$ cat src/rtl/led_pattern_ctrl_if.sv
// LED bank bus: raw button in, LED drive and current mode out.
// The master side (board top / bench) drives the button; the slave side
// (the sequencer) drives the LEDs and reports the active mode.
interface led_pattern_ctrl_if;
    logic       btn;
    logic [7:0] LED;
    logic [1:0] mode;

    modport master (
        output btn,
        input  LED,
        input  mode
    );

    modport slave (
        input  btn,
        output LED,
        output mode
    );
endinterface

$ cat src/rtl/led_pattern_ctrl.sv
// LED pattern sequencer: synchronises and debounces one push button, steps
// through OFF / COUNT / SCAN / BLINK on each accepted press, and animates the
// selected pattern from an internal step prescaler. LED and mode are flops.
module led_pattern_ctrl #(
    parameter int unsigned STEP_DIV = 6_250_000,
    parameter int unsigned DEBOUNCE = 500_000
) (
    input  logic                clk,
    input  logic                rst,
    led_pattern_ctrl_if.slave   bus
);

    localparam int unsigned PW = (STEP_DIV > 1) ? $clog2(STEP_DIV) : 1;
    localparam int unsigned DW = (DEBOUNCE > 1) ? $clog2(DEBOUNCE) : 1;
    localparam logic [PW-1:0] P_MAX = PW'(STEP_DIV - 1);
    localparam logic [DW-1:0] D_MAX = DW'(DEBOUNCE - 1);

    typedef enum logic [1:0] {
        MODE_OFF   = 2'd0,
        MODE_COUNT = 2'd1,
        MODE_SCAN  = 2'd2,
        MODE_BLINK = 2'd3
    } mode_e;

    logic          s1_q, s1_d;
    logic          s2_q, s2_d;
    logic          deb_q, deb_d;
    logic [DW-1:0] dcnt_q, dcnt_d;
    logic [PW-1:0] pcnt_q, pcnt_d;
    mode_e         mode_q, mode_d;
    logic [7:0]    cnt_q, cnt_d;
    logic [2:0]    pos_q, pos_d;
    logic          dir_q, dir_d;      // 0 = moving up, 1 = moving down
    logic          phase_q, phase_d;
    logic [7:0]    led_q, led_d;

    logic          press_s;
    logic          tick_s;
    logic [1:0]    mode_inc_s;
    logic [2:0]    pos_up_s;
    logic [2:0]    pos_dn_s;
    logic [7:0]    cnt_inc_s;

    // Next-state logic: button path, prescaler and pattern stepping.
    always_comb begin
        s1_d       = bus.btn;
        s2_d       = s1_q;
        deb_d      = deb_q;
        dcnt_d     = dcnt_q;
        pcnt_d     = pcnt_q;
        mode_d     = mode_q;
        cnt_d      = cnt_q;
        pos_d      = pos_q;
        dir_d      = dir_q;
        phase_d    = phase_q;
        led_d      = led_q;
        press_s    = 1'b0;
        tick_s     = (pcnt_q == P_MAX);
        mode_inc_s = mode_q + 2'd1;
        pos_up_s   = pos_q + 3'd1;
        pos_dn_s   = pos_q - 3'd1;
        cnt_inc_s  = cnt_q + 8'd1;

        // Debouncer: a level change is accepted only after it has been
        // stable for DEBOUNCE consecutive cycles; any agreement restarts it.
        if (s2_q == deb_q) begin
            dcnt_d = '0;
        end else if (dcnt_q == D_MAX) begin
            deb_d   = s2_q;
            dcnt_d  = '0;
            press_s = s2_q;
        end else begin
            dcnt_d = dcnt_q + 1'b1;
        end

        // A press outranks a coincident tick: the step is dropped and all
        // pattern state restarts for the newly selected mode.
        if (press_s) begin
            mode_d  = mode_e'(mode_inc_s);
            pcnt_d  = '0;
            cnt_d   = 8'd0;
            pos_d   = 3'd0;
            dir_d   = 1'b0;
            phase_d = 1'b0;
            case (mode_e'(mode_inc_s))
                MODE_SCAN: led_d = 8'h01;
                default:   led_d = 8'h00;
            endcase
        end else if (tick_s) begin
            pcnt_d = '0;
            case (mode_q)
                MODE_COUNT: begin
                    cnt_d = cnt_inc_s;
                    led_d = cnt_inc_s;
                end
                MODE_SCAN: begin
                    if (!dir_q) begin
                        pos_d = pos_up_s;
                        led_d = 8'h01 << pos_up_s;
                        if (pos_up_s == 3'd7) begin
                            dir_d = 1'b1;
                        end else begin
                            dir_d = 1'b0;
                        end
                    end else begin
                        pos_d = pos_dn_s;
                        led_d = 8'h01 << pos_dn_s;
                        if (pos_dn_s == 3'd0) begin
                            dir_d = 1'b0;
                        end else begin
                            dir_d = 1'b1;
                        end
                    end
                end
                MODE_BLINK: begin
                    phase_d = ~phase_q;
                    led_d   = (~phase_q) ? 8'hFF : 8'h00;
                end
                default: begin
                    led_d = 8'h00;
                end
            endcase
        end else begin
            pcnt_d = pcnt_q + 1'b1;
        end
    end

    // State registers with synchronous reset taking priority.
    always_ff @(posedge clk) begin
        if (rst) begin
            s1_q    <= 1'b0;
            s2_q    <= 1'b0;
            deb_q   <= 1'b0;
            dcnt_q  <= '0;
            pcnt_q  <= '0;
            mode_q  <= MODE_OFF;
            cnt_q   <= 8'd0;
            pos_q   <= 3'd0;
            dir_q   <= 1'b0;
            phase_q <= 1'b0;
            led_q   <= 8'h00;
        end else begin
            s1_q    <= s1_d;
            s2_q    <= s2_d;
            deb_q   <= deb_d;
            dcnt_q  <= dcnt_d;
            pcnt_q  <= pcnt_d;
            mode_q  <= mode_d;
            cnt_q   <= cnt_d;
            pos_q   <= pos_d;
            dir_q   <= dir_d;
            phase_q <= phase_d;
            led_q   <= led_d;
        end
    end

    assign bus.LED  = led_q;
    assign bus.mode = mode_q;

endmodule

$ cat src/flat_wrapper.sv
// flat-port wrapper written by rule: the top's interface ports become plain ports
module led_pattern_ctrl_flat 
#(
    parameter int unsigned STEP_DIV = 6_250_000,
    parameter int unsigned DEBOUNCE = 500_000
)
  (clk, rst, bus_btn, bus_LED, bus_mode);
  led_pattern_ctrl_if bus_i ();
  input  logic clk;
  input  logic rst;
  input wire logic [$bits(bus_i.btn)-1:0] bus_btn;
  output wire logic [$bits(bus_i.LED)-1:0] bus_LED;
  output wire logic [$bits(bus_i.mode)-1:0] bus_mode;
  assign bus_i.btn = bus_btn;
  assign bus_LED = bus_i.LED;
  assign bus_mode = bus_i.mode;
  led_pattern_ctrl #(.STEP_DIV(STEP_DIV), .DEBOUNCE(DEBOUNCE)) u_core (.clk(clk), .rst(rst), .bus(bus_i));
endmodule
$ cat config.mk
export PLATFORM = sky130hd
export DESIGN_NAME = led_pattern_ctrl_flat
export DESIGN_NICKNAME = d
export VERILOG_FILES = /design/src/rtl/led_pattern_ctrl_if.sv /design/src/rtl/led_pattern_ctrl.sv /design/src/flat_wrapper.sv
export SDC_FILE = /design/constraint.sdc
export NUM_CORES = 1
export LEC_CHECK = 0
export ABC_AREA = 1
export CAP_MARGIN = 40
export CORE_UTILIZATION = 45
export CTS_CLUSTER_DIAMETER = 100
export DETAILED_ROUTE_END_ITERATION = 10
export PLACE_DENSITY = 0.73
export SLEW_MARGIN = 20
export SYNTH_ARGS = -nofsm -noshare
export SYNTH_HDL_FRONTEND = slang
export SYNTH_SLANG_ARGS = --single-unit
$ cat constraint.sdc
create_clock -name clk -period 2.13 [get_ports clk]
set_input_delay 0.426 -clock clk [delete_from_list [all_inputs] [get_ports clk]]
set_output_delay 0.426 -clock clk [all_outputs]
set_load 0.02 [all_outputs]
==> out/metrics.yaml <==
cells_and_area:
  num_antenna_cells: 0
  final_nets: 608
  fillers: 812
  postLayoutCoreUtil_pct: 51.3
  multi_input_area_sq_um: 2060
  area_delta_synth_final_pct: 10.6
  regArea_sq_um: 1360
  final_layout_size_suffix_gt1_share_pct: 6.69
  final_area_sq_um: 4200
setup_path:
  critPathKind: "reg -> out"
  path_buf_inv: 1
  crit_chain: "clkdlybuf4s50_1"
  critPathCaptureType: "output pin"
  crit_family: "buffers and inverters"
  r2r_slack_ns: 0.33
  crit_fanout: 5
  slowest_stage: "clkdlybuf4s50_1"
  max_stage_delay_ns: 0.65
  critPathArrivalTime_ns: 1.45
  worst_ep_required_time_ns: 1.70
  start_kind: "flip-flop"
timing:
  maxSlewViolCount: 0
  setup_slack_ns: 0.255
  finalSetupViolCount: 0
  fin_crit_sh_pct: 88.0
  clock_skew_ns: 0.0131
  rsz0062_at_grt: "no"
  tns_ns: 0
  finalHoldViolCount: 0
  worst_slew_pin_slew_ns: 0.383
  maxSlewHeadroom_pct: 74.3
  period_needed_ns: 1.87
  fmax_mhz: 533
logic_synthesis:
  synth_nets: 589
  yosys_register_bits: 68
  syn_avg_cell_area_sq_um: 6.61
  yosysSeqAreaShare_pct: 35.9
  synth_most_common_cell: "nand2_1"
  synth_cell_types: 31
  yosysTopAreaCellShare_pct: 35.9
  synth_area_leader_cell: "dfxtp_1"
  synth_area_sq_um: 3790
  synth_area_leaders: "dfxtp_1, nand2_1, nor2_1"
  synth_ff_type: "dfxtp_1"
  syn-instance-count: 574
  synthArstFlopShare_pct: 0
  synth_edf_count: 0
  synth_warnings: 0
  yosys-top-cells-count: "nand2_1, nor2_1, inv_1, dfxtp_1, nand3_1"
die:
  fp.dieH_um: 93.8
  rows: 33
  die_x_um: 93.8
  io_pins: 13
  dieArea_sq_um: 8800
  core_sq_um: 8180
  start_util_pct: 46.4
global_route:
  antenna_found_initial: 0
  grt_max_degree: 24
  grt_usage_pct: 18.9
  grt_overflow: 0
  grt_pass1_wl_mm: 13.2
  grt_pass1_vias: 3138
clocking:
  clk_pin_slew_worst_paths_ns: 0.08
  cts_hold_buf: 0
  clkLatencyLatePin_ns: 0.35
  htree_num_levels: 3
  cts_buffer_depth: 2
  cts_tree: "built"
  numCtsBuffers: 9
  clock_sinks: 68
  cts_resized: 0
  cts_setup_buffers: 0
  cts-root-buf: "clkbuf_8"
pwr:
  p_leak_nw: 1.66
  p_per_area_nw_per_um2: 543
  vdd_drop_max_mv: 0.246
  p_total_mw: 2.28
run_status:
  outcome: "completed"
routing:
  wl_per_cell_um: 10.7
  ant_nets: 0
  routed_via_density: 4.93
  drt-initial-drc-count: 131
  first_pass_iters: 6
  wl_mm: 7.55
  via_count: 3464
  drc: 0
placed_design:
  portBuffers: 12
  place_hpwl_mm: 5.75
  place_congestion: 0.852
  pre_cts_slack_ns: 0.361
  place_area_sq_um: 4020
min_path:
  hold_class: "reg -> reg"
job:
  maxCapViolations: 0
[kinds of logic after synthesis]
kind of cell	share of synthesized area (%)
compound gates	4.29
xor+xnor	5.54
fa+ha+maj	3.96
buf+inv	9.86
flops	35.9
simple gates	40.5
[sequential cells by signal (all words and copies together), names as in the netlist, 2 cells and up]
register         cells
u_core.bus.LED       8
u_core.bus.mode      2
u_core.cnt_q         8
u_core.dcnt_q       19
u_core.pcnt_q       23
u_core.pos_q         3
[layer usage]
metal | GRT usage, % | vias up | wire, um
met3 | 3.64 | 10 | 271
met4 | 8.21 | 0 | 102
met1 | 23.0 | 1558 | 3560
met5 | 0 | - | 0
met2 | 32.4 | 56 | 3620
li1 | - | 1840 | -
[where the power goes]
group          leakage, nW  switching, mW  internal (mW)
clock               0.0855          0.497          0.456
combinational         1.03         0.0282         0.0137
sequential           0.549        0.00470           1.28
total                 1.66          0.530           1.75
[area by class of cell]
type | instances | share of cell area, %
Clock buffer | 11 | 3.37
Inverter | 84 | 7.52
Multi-Input combinational cell | 414 | 49.1
Tap cell | 105 | 3.13
Sequential cell | 68 | 32.4
Timing Repair Buffer | 16 | 3.58
Clock inverter | 5 | 0.895
[path summary, 6_finish.rpt]
kind,start,endpoint,cells after the start
worst max-delay path,u_core.bus.mode[1],bus_mode[1],1
worst min-delay path,u_core.s1_q,u_core.s2_q,2
worst max register to register,u_core.pos_q[0],u_core.bus.LED[5],9
worst min register to register,u_core.s1_q,u_core.s2_q,2
[cell usage in the layout (no fill, tap or decap), types with 10 or more instances in the layout]
| cell | n |
|---|---|
| a21oi_1 | 17 |
| clkbuf_8 | 10 |
| clkdlybuf4s50_1 | 12 |
| dfxtp_1 | 68 |
| ha_1 | 12 |
| inv_1 | 81 |
| nand2_1 | 141 |
| nand3_1 | 54 |
| nand4_1 | 20 |
| nor2_1 | 100 |
| nor3_1 | 10 |
| xor2_1 | 16 |
[stage by stage]
stage / hold WS, ns / cells
2_1_floorplan: 0.388 / 574
3_3_place_gp: 0.398 / 687
3_5_place_dp: 0.399 / 687
4_1_cts: 0.415 / 703
5_1_grt: 0.437 / 703
6_report: 0.409 / 703
Power figures use the tool's default switching activity.
